$ cat src/rtl/wb_rr_arbiter.sv
// Round-robin Wishbone arbiter: NUM_M masters share one slave port through a registered one-hot grant.
// Optional stalled-slave watchdog is compiled in with WB_ARB_TIMEOUT_EN.
module wb_rr_arbiter #(
  parameter int NUM_M       = 4,
  parameter int AW          = 64,
  parameter int DW          = 64,
  parameter int TW          = 16,
  parameter int TIMEOUT_CYC = 256
) (
  input  logic               clk,
  input  logic               rst,
  input  logic [NUM_M-1:0]   m_cyc_i,
  input  logic [NUM_M-1:0]   m_stb_i,
  input  logic [NUM_M-1:0]   m_we_i,
  input  logic [NUM_M-1:0]   m_lock_i,
  input  logic [NUM_M*AW-1:0] m_adr_i,
  input  logic [NUM_M*DW-1:0] m_dat_i,
  input  logic [NUM_M*8-1:0]  m_sel_i,
  input  logic [NUM_M*TW-1:0] m_tga_i,
  input  logic [NUM_M*TW-1:0] m_tgc_i,
  input  logic [NUM_M*TW-1:0] m_tgd_i,
  output logic [DW-1:0]      m_dat_o,
  output logic [TW-1:0]      m_tgd_o,
  output logic [NUM_M-1:0]   m_ack_o,
  output logic [NUM_M-1:0]   m_err_o,
  output logic [NUM_M-1:0]   m_rty_o,
  output logic               s_cyc_o,
  output logic               s_stb_o,
  output logic               s_we_o,
  output logic               s_lock_o,
  output logic [AW-1:0]      s_adr_o,
  output logic [DW-1:0]      s_dat_o,
  output logic [7:0]         s_sel_o,
  output logic [TW-1:0]      s_tga_o,
  output logic [TW-1:0]      s_tgc_o,
  output logic [TW-1:0]      s_tgd_o,
  input  logic [DW-1:0]      s_dat_i,
  input  logic [TW-1:0]      s_tgd_i,
  input  logic               s_ack_i,
  input  logic               s_err_i,
  input  logic               s_rty_i,
  output logic [NUM_M-1:0]   gnt_o
);

  localparam int IW = (NUM_M > 1) ? $clog2(NUM_M) : 1;

  typedef enum logic [1:0] {
    ST_IDLE = 2'd0,
    ST_BUSY = 2'd1,
    ST_TURN = 2'd2
  } state_e;

  state_e           state_q, state_d;
  logic [NUM_M-1:0] gnt_q, gnt_d;
  logic [IW-1:0]    last_q, last_d;
  logic [IW-1:0]    pick_s;
  logic             own_cyc_s;
  logic             own_lock_s;
  logic             tmo_hit_s;

  assign own_cyc_s  = |(gnt_q & m_cyc_i);
  assign own_lock_s = |(gnt_q & m_lock_i);

  // Rotating-priority search starting just above the previous winner
  always_comb begin
    int            idx_v;
    logic          found_v;
    logic [IW-1:0] cand_v;
    pick_s  = last_q;
    found_v = 1'b0;
    idx_v   = 0;
    cand_v  = '0;
    for (int k = 1; k <= NUM_M; k++) begin
      idx_v  = (int'(last_q) + k) % NUM_M;
      cand_v = IW'(idx_v);
      if (!found_v && m_cyc_i[cand_v]) begin
        found_v = 1'b1;
        pick_s  = cand_v;
      end else begin
        found_v = found_v;
      end
    end
  end

  // Grant FSM next state: IDLE arbitrates, BUSY holds on CYC or LOCK, TURN forces one dead cycle
  always_comb begin
    state_d = state_q;
    gnt_d   = gnt_q;
    last_d  = last_q;
    case (state_q)
      ST_IDLE: begin
        if (|m_cyc_i) begin
          gnt_d   = NUM_M'(1'b1) << pick_s;
          last_d  = pick_s;
          state_d = ST_BUSY;
        end else begin
          gnt_d   = '0;
        end
      end
      ST_BUSY: begin
        if (tmo_hit_s || !(own_cyc_s || own_lock_s)) begin
          gnt_d   = '0;
          state_d = ST_TURN;
        end else begin
          state_d = ST_BUSY;
        end
      end
      ST_TURN: begin
        gnt_d   = '0;
        state_d = ST_IDLE;
      end
      default: begin
        gnt_d   = '0;
        state_d = ST_IDLE;
      end
    endcase
  end

  // Grant FSM state registers
  always_ff @(posedge clk or negedge rst) begin
    if (!rst) begin
      state_q <= ST_IDLE;
      gnt_q   <= '0;
      last_q  <= IW'(NUM_M - 1);
    end else begin
      state_q <= state_d;
      gnt_q   <= gnt_d;
      last_q  <= last_d;
    end
  end

`ifdef WB_ARB_TIMEOUT_EN
  localparam int CW = $clog2(TIMEOUT_CYC) + 1;

  logic [CW-1:0] tmo_cnt_q, tmo_cnt_d;
  logic          any_term_s;

  assign any_term_s = s_ack_i | s_err_i | s_rty_i;
  assign tmo_hit_s  = (state_q == ST_BUSY) && (tmo_cnt_q == CW'(TIMEOUT_CYC - 1));

  // Watchdog: restarts on a new grant or any slave termination, counts strobed BUSY cycles
  always_comb begin
    tmo_cnt_d = tmo_cnt_q;
    if ((state_q == ST_IDLE) && (|m_cyc_i)) begin
      tmo_cnt_d = '0;
    end else if (any_term_s) begin
      tmo_cnt_d = '0;
    end else if ((state_q == ST_BUSY) && s_stb_o && !tmo_hit_s) begin
      tmo_cnt_d = tmo_cnt_q + CW'(1);
    end else begin
      tmo_cnt_d = tmo_cnt_q;
    end
  end

  // Watchdog counter register
  always_ff @(posedge clk or negedge rst) begin
    if (!rst) begin
      tmo_cnt_q <= '0;
    end else begin
      tmo_cnt_q <= tmo_cnt_d;
    end
  end
`else
  logic unused_tmo_s;
  assign tmo_hit_s    = 1'b0;
  assign unused_tmo_s = (TIMEOUT_CYC > 0);
`endif

  // Request mux: OR of all slices masked by the one-hot grant, so an idle grant yields zeros
  always_comb begin
    s_adr_o = '0;
    s_dat_o = '0;
    s_sel_o = '0;
    s_tga_o = '0;
    s_tgc_o = '0;
    s_tgd_o = '0;
    for (int i = 0; i < NUM_M; i++) begin
      s_adr_o = s_adr_o | (m_adr_i[i*AW +: AW] & {AW{gnt_q[i]}});
      s_dat_o = s_dat_o | (m_dat_i[i*DW +: DW] & {DW{gnt_q[i]}});
      s_sel_o = s_sel_o | (m_sel_i[i*8  +: 8]  & {8{gnt_q[i]}});
      s_tga_o = s_tga_o | (m_tga_i[i*TW +: TW] & {TW{gnt_q[i]}});
      s_tgc_o = s_tgc_o | (m_tgc_i[i*TW +: TW] & {TW{gnt_q[i]}});
      s_tgd_o = s_tgd_o | (m_tgd_i[i*TW +: TW] & {TW{gnt_q[i]}});
    end
  end

  assign s_cyc_o  = |(gnt_q & m_cyc_i);
  assign s_stb_o  = |(gnt_q & m_stb_i);
  assign s_we_o   = |(gnt_q & m_we_i);
  assign s_lock_o = own_lock_s;

  // A watchdog expiry replaces whatever the slave returns with ERR
  assign m_ack_o = gnt_q & {NUM_M{s_ack_i & ~tmo_hit_s}};
  assign m_err_o = gnt_q & {NUM_M{s_err_i | tmo_hit_s}};
  assign m_rty_o = gnt_q & {NUM_M{s_rty_i & ~tmo_hit_s}};
  assign m_dat_o = s_dat_i;
  assign m_tgd_o = s_tgd_i;
  assign gnt_o   = gnt_q;

endmodule

$ cat config.mk
export PLATFORM = sky130hd
export DESIGN_NAME = wb_rr_arbiter
export DESIGN_NICKNAME = d
export VERILOG_FILES = /design/src/rtl/wb_rr_arbiter.sv
export SDC_FILE = /design/constraint.sdc
export NUM_CORES = 1
export LEC_CHECK = 0
export ABC_AREA = 0
export ABC_CLOCK_PERIOD_IN_PS = 2100
export BUFFER_PORTS_ARGS = -buffer_cell sky130_fd_sc_hd__buf_2
export CAP_MARGIN = 20
export CORE_AREA = 5 5 439 441
export CTS_BUF_LIST = sky130_fd_sc_hd__clkbuf_4 sky130_fd_sc_hd__clkbuf_8 sky130_fd_sc_hd__clkbuf_16
export CTS_CLUSTER_SIZE = 24
export DETAILED_ROUTE_END_ITERATION = 12
export DIE_AREA = 0 0 444 446
export PLACE_DENSITY = 0.3
export REMOVE_ABC_BUFFERS = 1
export SYNTH_ARGS = -nofsm -noshare
export SYNTH_HDL_FRONTEND = slang
export SYNTH_SLANG_ARGS = --single-unit
$ cat constraint.sdc
create_clock -name clk -period 2.1 [get_ports clk]
set_clock_uncertainty 0.05 [all_clocks]
set_input_delay 0.105 -clock clk [delete_from_list [all_inputs] [get_ports clk]]
set_output_delay 0.105 -clock clk [all_outputs]
set_load 0.01 [all_outputs]
Word level (Yosys, flattened, before mapping)

Index checks and enable logic that the tools add are counted.
Widths: inputs -> output; s select.

Input port bits: 837
Flip-flop bits (word level): 8
Output and inout bits: 284
Word-level logic and storage cells: 99

Shift-type cells: 1
Eq/ne operators: 3
Multiplexer cells: 21
Magnitude comparators: 4
Add/subtract/negate cells: 4
Bitwise operators: 49
Reduce and logical (&&, ||, !) cells: 14

Operator list:

| operator            | number |
|---|---|
| $and 64x64->64      | 8 |
| $or 64x64->64       | 6 |
| $and 16x16->16      | 12 |
| $or 16x16->16       | 9 |
| $and 8x8->8         | 4 |
| $and 4x4->4         | 7 |
| $or 8x8->8          | 3 |
| $reduce_or 4->1     | 5 |
| $lt 2x3->1 const B  | 4 |
| $mux 2              | 6 |
| $bmux 1 s2          | 4 |
| $mux 4              | 2 |
| $pmux 4 s2          | 1 |
| $mux 1              | 7 |
| $add 2x1->2 const B | 2 |
| $add 2x2->2 const B | 2 |
| $ne 2x2->1 const B  | 2 |
| $pmux 2 s2          | 1 |
| $shl 1x2->4 const A | 1 |
| $logic_and 1x1->1   | 3 |
| $logic_not 1->1     | 3 |
| $eq 2x1->1 const B  | 1 |
| $logic_not 2->1     | 1 |
| $reduce_and 2->1    | 1 |
| $logic_or 1x1->1    | 1 |

Longest topological paths before layout

Gate-level depths: netlist of the first run.

Depth after elaboration: 16
Depth in mapped cells: 5

Least setup slack after synthesis of the first run

No wires, ideal clock.

Kind: reg2reg
Start: register last_q[1]
End: register gnt_q[1], in the netlist gnt_o[1]
Period minus slack after synthesis: 1.531 ns
Buffers on the path: 1
Setup time: 0.121 ns
Required time: 1.929 ns
Stages on the path, launching flop included: 6
Setup slack: 0.569 ns
Data arrival time: 1.360 ns
Cells stage by stage: dfstp_2 > buf_6 > mux2i_1 > nor2_1 > or3_1 > a22o_1

Cells in the longest elaborated chain, start to end: 16
Elaborated cells on any way between the ends: 28
Those cells by class: add/sub: 4; shift: 1; mux: 17; reduce/logical: 6

Ends and longest elaborated chain:

| what                         | RTL line | RTL |
|---|---|---|
| start, declared              | 55       | `logic [IW-1:0] last_q, last_d;` |
| start signal, assigned       | 124      | `last_q <= IW'(NUM_M - 1);` |
| start signal, assigned       | 128      | `last_q <= last_d;` |
| $add 2x1->2                  | 74       | `idx_v = (int'(last_q) + k) % NUM_M;` |
| $bmux 1 s2                   | 76       | `if (!found_v && m_cyc_i[cand_v]) begin` |
| $mux 1 (implied by the code) | 76       |  |
| $mux 1                       | 76       |  |
| $logic_not 1->1              | 76       |  |
| $logic_and 1x1->1            | 76       |  |
| $mux 1                       | 76       |  |
| $logic_not 1->1              | 76       |  |
| $logic_and 1x1->1            | 76       |  |
| $mux 1                       | 76       |  |
| $logic_not 1->1              | 76       |  |
| $logic_and 1x1->1            | 76       |  |
| $mux 2 *                     | 76       |  |
| $shl 1x2->4 *                | 93       | `gnt_d = NUM_M'(1'b1) << pick_s;` |
| $mux 4 *                     | 92       | `if (\|m_cyc_i) begin` |
| $pmux 4 s2 *                 | 90       | `case (state_q)` |
| end signal, assigned         | 127      | `gnt_q <= gnt_d;` |
| end, declared                | 54       | `logic [NUM_M-1:0] gnt_q, gnt_d;` |

Mark *: on every way between the ends. The rest lies on a longest branch, timed or not. The select of a mux whose other input is x is not followed.
A chain may end at the register's enable or synchronous reset.

Worst setup path in the final report of the first run

Start: register gnt_q[3], in the netlist gnt_o[3]
End: output port s_dat_o[4]

Cells in the longest elaborated chain, start to end: 2

Ends and longest elaborated chain:

| what           | RTL line | RTL |
|---|---|---|
| $and 64x64->64 | 179      | `s_dat_o = s_dat_o \| (m_dat_i[i*DW +: DW] & {DW{gnt_q[i]}});` |
| $or 64x64->64  | 179      |  |
| end, declared  | 32       | `output logic [DW-1:0] s_dat_o,` |

No other way between the ends.

==> flow_summary.toml, run 1 <==
[timing]
period_share = 1.06
drv_slew = 0
setup_violations = 9
tightest_slew_ns = 0.580
fin_ws_ns = -0.121
fmax_mhz = 450
hold_slack_ns = 0.127
finalHoldViolCount = 0
rsz0062_at_grt = "true"
finalCriticalPeriod_ns = 2.22
relSlewSlack = 0.614

[clocking]
clk_latency_ns = 0.23
cts_root_buf = "clkbuf_16"
cts_buffers = 3
cts_max_path_buffers = 2
cts_tree = "built"
cts.clk_slew.worst_paths_ns = 0.04
cts.sinks = 8
h-tree-depth = 1

[route]
wl_per_cell_um = 29.8
drt_wl_total_mm = 126
drtIter0Drc = 683
drcViolationCount = 0
detail-route-antenna-nets = 0
drt_first_pass_iters = 5
num_vias = 11300
vias_per_cell = 2.68

[grt]
grt_use_total = 0.117
grt_pass1_vias = 11500
grt_util_met2 = 0.194
grt_util_met1 = 0.130
antenna_found_initial = 100
grt.met3_usage = 0.0634
grt_pass1_wl_mm = 147
overflow = 0
grt_busiest_layer = "met2"
grt_max_degree = 82

[worst_setup_path]
r2r-end = "gnt_o[2]"
startpoint_type = "register"
critPathKind = "reg -> out"
r2r_setup_slack_ns = 0.15
worst_ep_required_time_ns = 1.95
end_kind = "primary output"
cp_num_buf_inv = 3
worst-r2r-cell-count = 6
cp_top_family = "compound AO/OA/AOI/OAI gates"
cp-startpoint = "gnt_o[3]"
arrival_ns = 2.07
crit_path_max_incr_delay_ns = 0.55
path_common_cell = "buf_12"
cpMaxStageDelayCell = "a22oi_1"
crit_fanout = 33
worstSetupEndpoint = "s_dat_o[4]"
path_cells = "buf_12 > a22oi_1 > buf_4 > nand2_1 > buf_12"
r2r_start = "gnt_o[2]"
path_depth = 5

[floorplanning]
ios = 1121
die_area_mm2 = 0.198
die_h_um = 446
fp.dieW_um = 444
start_util = 0.0267
num_rows = 160
core_mm2 = 0.189

[power_and_ir_drop]
vdd_ir_drop_max_mv = 0.612
powerDensity_mw_per_mm2 = 1720
power.leakage_nw = 6.57
power_mw = 24.6

[placement]
dp_cells = 4157
port_buffers = 960
dp_hpwl_mm = 114
place_congestion = 0.944

[yosys]
yosysWarningCount = 0
syn_inst = 781
ys_seq_area_frac = 0.0402
synth_cell_type_count = 32
syn_area_mm2 = 0.00505
synth-seq-cells = 8
syn_area_per_cell_um2 = 6.46

[run_status]
outcome = "complete, but fails checks"
violations = "setup timing"

[worst_hold_path]
worstHoldStart = "m_lock_i[1]"
hold_path_class = "in -> reg"

[run]
maxCapViolations = 0

[finish]
drive_above_1_share = 0.670
finalNetCount = 2510
fin_cells = 4232
syn_to_final_growth_pct = 183
fin_util = 0.0756
seq_area_um2 = 218
multi_input_area_mm2 = 0.00405
num-fill-cells = 22400
## where the power goes
part | switching (mW) | internal (mW) | total, mW
Clock | 0.0855 | 0.267 | 0.353
Sequential | 0.145 | 0.269 | 0.414
Combinational | 15.0 | 8.81 | 23.8
Total | 15.2 | 9.35 | 24.6
## worst register-to-register path, delay by kind of cell, from the launching register on
| family | cells | cell delay [ns] |
|---|---|---|
| buffers and inverters | 2 | 0.31 |
| AO/OA/AOI/OAI | 4 | 0.97 |
| flip-flops | 1 | 0.50 |
## synthesized netlist by cell type
cell | number | area share
nand2b_1 | 2 | 0.0025
a211oi_1 | 1 | 0.0015
a221oi_2 | 2 | 0.0060
a22o_1 | 6 | 0.010
buf_4 | 80 | 0.12
nor2_2 | 1 | 0.0012
a21oi_2 | 1 | 0.0017
a211o_1 | 1 | 0.0017
o21ai_0 | 1 | 0.00099
buf_2 | 37 | 0.037
dfrtp_1 | 6 | 0.030
a21o_2 | 1 | 0.0017
nand2_1 | 191 | 0.14
and2_2 | 1 | 0.0015
dfstp_2 | 2 | 0.010
or2b_2 | 2 | 0.0035
nor3b_1 | 1 | 0.0015
a21oi_1 | 1 | 0.00099
nor2_1 | 3 | 0.0022
inv_1 | 2 | 0.0015
clkbuf_4 | 1 | 0.0015
clkbuf_1 | 36 | 0.027
buf_6 | 3 | 0.0067
mux2i_1 | 1 | 0.0020
and2_1 | 12 | 0.015
buf_1 | 7 | 0.0052
or3_1 | 1 | 0.0012
clkbuf_8 | 1 | 0.0027
a31oi_4 | 1 | 0.0042
a22oi_1 | 372 | 0.55
nand3b_1 | 1 | 0.0015
nor3_1 | 3 | 0.0030
## layer usage
layer  up-vias  part of all wire  routed length (um)
met2       878              0.47               59200
met3       186              0.13               16600
met1      5438              0.37               46300
met5         -            0.0032                 399
met4        36             0.028                3550
li1       4806                 -                   -
## how the worst min path moves through the flow
stage	to	depth (start not counted)
finish	state_q[1]	4
global route	m_dat_o[37]	0
CTS	state_q[1]	4
detailed placement	state_q[1]	1
global placement	state_q[1]	1
floorplan	gnt_o[0]	0
## registers in the layout, indices dropped and copies added (netlist names)
signal and count:
state_q 2, last_q 2, gnt_o 4
## through the flow
stage / setup TNS [ns] / setup slack [ns] / instance area (um^2)
floorplan: -378.67 / -2.27 / 4040
global placement: -0.546 / -0.251 / 13500
detailed placement: -0.628 / -0.303 / 13500
CTS: -0.825 / -0.188 / 13800
global route: -0.504 / -0.100 / 14200
finish: -0.285 / -0.121 / 14300
## cell families after synthesis
group / Yosys count / synth area share
compound gates: 387 / 0.583
simple gates: 218 / 0.175
buf+inv: 167 / 0.200
flops: 8 / 0.0402
mux: 1 / 0.00198
## placed cells by master (no fill, tap or decap), types with 2 or more instances in the layout
cell type	synthesis	final
dfstp_2	2	2
and2_1	12	12
nor3_1	3	3
clkbuf_16	0	8
inv_1	2	2
buf_4	80	65
buf_2	37	905
nor2_1	3	3
a221oi_2	2	2
buf_16	0	4
dfrtp_4	0	4
a22o_1	6	6
nand2_1	191	174
or2b_2	2	2
nand2b_1	2	2
a22oi_2	0	33
diode_2	0	49
buf_12	0	64
buf_6	3	6
a22oi_1	372	339
nand2_2	0	16
dfrtp_1	6	2
## repair_timing
action / in CTS / in global routing
gates cloned: 1 / 5
setup buffers: 7 / 9
hold buffers: 1 / 0
hold endpoints to repair: 8 / 0
pin swaps: 4 / 5
resized for setup: 37 / 30
setup endpoints to repair: 35 / 19
## area by class of cell
cell class | instances | area share
Antenna cell | 49 | 0.00859
Clock buffer | 4 | 0.00578
Inverter | 2 | 0.000526
Multi-Input combinational cell | 606 | 0.283
Sequential cell | 8 | 0.0152
Tap cell | 2511 | 0.220
Timing Repair Buffer | 1052 | 0.466
No activity file was read; power rests on OpenSTA's default activity.
==> run 2: changes to the inputs <==
--- a/config.mk
+++ b/config.mk
@@ -9,13 +9,17 @@
 export ABC_CLOCK_PERIOD_IN_PS = 2100
 export BUFFER_PORTS_ARGS = -buffer_cell sky130_fd_sc_hd__buf_2
 export CAP_MARGIN = 20
-export CORE_AREA = 5 5 439 441
+export CELL_PAD_IN_SITES_DETAIL_PLACEMENT = 1
+export CELL_PAD_IN_SITES_GLOBAL_PLACEMENT = 2
+export CORE_AREA = 5 5 437 439
 export CTS_BUF_LIST = sky130_fd_sc_hd__clkbuf_4 sky130_fd_sc_hd__clkbuf_8 sky130_fd_sc_hd__clkbuf_16
 export CTS_CLUSTER_SIZE = 24
 export DETAILED_ROUTE_END_ITERATION = 12
-export DIE_AREA = 0 0 444 446
-export PLACE_DENSITY = 0.3
+export DIE_AREA = 0 0 442 444
+export PLACE_DENSITY = 0.42
 export REMOVE_ABC_BUFFERS = 1
+export SKIP_LAST_GASP = 1
+export SLEW_MARGIN = 15
 export SYNTH_ARGS = -nofsm -noshare
 export SYNTH_HDL_FRONTEND = slang
 export SYNTH_SLANG_ARGS = --single-unit
==> run 2 against run 1 <==
Effect of this change:
- the flow still finishes with violations (setup timing)
- power fell by 11%
- via count shrank 4.0%
- sequential share of layout area up 0.11 points
- final area decreased by 6.6%
- register-to-register slack improved by 0.10 ns
- critical endpoint is now s_tgc_o[0]
==> flow_summary.toml, run 2 (synthesis gave the netlist of run 1 again) <==
[worst_setup_path]
worst-r2r-cell-count = 5
arrival_ns = 1.96
startpoint_type = "register"
critPathKind = "reg -> out"
crit_fanout = 88
path_common_cell = "buf_12"
cpMaxStageDelayCell = "dfrtp_4"
worst_ep_required_time_ns = 1.95
path_cells = "buf_12 > a22oi_1 > nand2_1 > buf_12"
crit_path_max_incr_delay_ns = 0.50
end_kind = "primary output"

[run_status]
outcome = "complete, but fails checks"
violations = "setup timing"

[timing]
fmax_mhz = 473
setup_violations = 1
period_share = 1.01
relSlewSlack = 0.530
finalHoldViolCount = 0
finalCriticalPeriod_ns = 2.11
tightest_slew_ns = 0.705
fin_ws_ns = -0.0143
rsz0062_at_grt = "false"
drv_slew = 0

[clocking]
cts_root_buf = "clkbuf_16"
h-tree-depth = 1
cts_tree = "built"
cts.sinks = 8
cts.clk_slew.worst_paths_ns = 0.04
cts_max_path_buffers = 2
clk_latency_ns = 0.23
cts_buffers = 3

[placement]
dp_hpwl_mm = 105
placed_cell_area_mm2 = 0.0132
dp_cells = 4130
port_buffers = 960
place_congestion = 0.899

[power_and_ir_drop]
p_seq_frac = 0.017
p_clk_frac = 0.016
combPwrFrac = 0.967
powerDensity_mw_per_mm2 = 1650
power.leakage_nw = 6.29
vdd_ir_drop_max_mv = 0.601
power.share.switching = 0.637
power_mw = 22.0
switchingPower_mw = 14.0
p_int_mw = 7.97

[grt]
grt_pass1_wl_mm = 140
antenna_found_initial = 68
grt_max_degree = 89
overflow = 0
grt_pass1_vias = 11700
grt_use_total = 0.109

[route]
drcViolationCount = 0
drt_wl_total_mm = 115
vias_per_cell = 2.63
drtIter0Drc = 641
num_vias = 10900
wl_per_cell_um = 27.7
drt_first_pass_iters = 5
detail-route-antenna-nets = 0

[run]
maxCapViolations = 0

[finish]
final_cell_mix = "buf_2, a22oi_1, nand2_1"
fin_cells = 4142
syn_to_final_growth_pct = 164
drive_above_1_share = 0.637
fin_area_mm2 = 0.0133
finalNetCount = 2478
layout_commonest_cell = "buf_2"
largest_reg_flops = 4

[floorplanning]
fp.dieW_um = 442
num_rows = 159
die_h_um = 444
core_mm2 = 0.187
start_util = 0.0270
ios = 1121
die_area_mm2 = 0.196

[worst_hold_path]
holdPathStages = 4
hold_path_class = "in -> reg"
-- run 2: changes by cell type in the layout (fill, tap and decap cells not counted), sizes merged --
cell,previous run,this run
buf,1045,1019
bufbuf,1,0
clkbuf,9,4
diode,49,7
-- run 2: worst max-delay path: cells and delay by family, from the launching register on --
family	cells	cell delay, ns
flip-flops	1	0.50
buffers and inverters	2	0.39
AO/OA/AOI/OAI	1	0.38
AND/OR/NAND/NOR	1	0.23
-- run 2: power by group through the flow --
stage | Sequential (mW) | Combinational [mW] | Clock, mW
final | 0.374 | 21.3 | 0.351
after global routing | 0.385 | 23.2 | 0.360
after CTS | 0.375 | 22.7 | 0.355
after detailed placement | 0.377 | 22.5 | 0
after global placement | 0.373 | 22.6 | 0
after floorplan | 1.27 | 4.50 | 0
-- run 2: final timing paths --
path | start | end | slack (ns)
max reg2reg | gnt_o[3] | gnt_o[3] | 0.25
max in group asynchronous | rst | last_q[0] | 1.51
max | gnt_o[3] | s_tgc_o[0] | -0.01
min reg2reg | last_q[1] | last_q[1] | 0.47
min in group asynchronous | rst | state_q[1] | 0.24
min | m_lock_i[1] | state_q[1] | 0.12
-- run 2: layout make-up --
| cell class | count | area, um^2 |
|---|---|---|
| Sequential cell | 8 | 218 |
| Multi-Input combinational cell | 606 | 3860 |
| Tap cell | 2495 | 3120 |
| Fill cell | 22700 | 173000 |
| Timing Repair Buffer | 1020 | 6030 |
| Clock buffer | 4 | 82.6 |
| Inverter | 2 | 7.51 |
| Antenna cell | 7 | 17.5 |
-- run 2: metal layers --
metal,global-route usage,vias up,part of all wire
met2,0.197,763,0.50
met1,0.125,5308,0.38
met4,0.00873,18,0.011
li1,-,4688,-
met5,0.00708,-,0.0024
met3,0.0458,114,0.10
-- run 2: what timing repair did --
item | 4_1_cts | 5_1_grt
endpoints found under the setup margin | 7 | 4
resized for setup | 8 | 3
pin swaps | 1 | 1
hold endpoints to repair | 8 | 0
setup buffers | 0 | 0
hold buffers | 1 | 0
-- run 2: metrics by stage --
stage / hold slack, ns / setup TNS [ns] / util / worst slack, ns
after floorplan: -0.241 / -378.67 / - / -2.27
after global placement: -0.0780 / 0 / 0.0706 / 0.0491
after detailed placement: -0.0810 / 0 / 0.0706 / 0.0550
after CTS: 0.125 / -0.00909 / 0.0712 / -0.00909
after global routing: 0.160 / 0 / 0.0713 / 0.000856
final: 0.124 / -0.0143 / 0.0714 / -0.0143
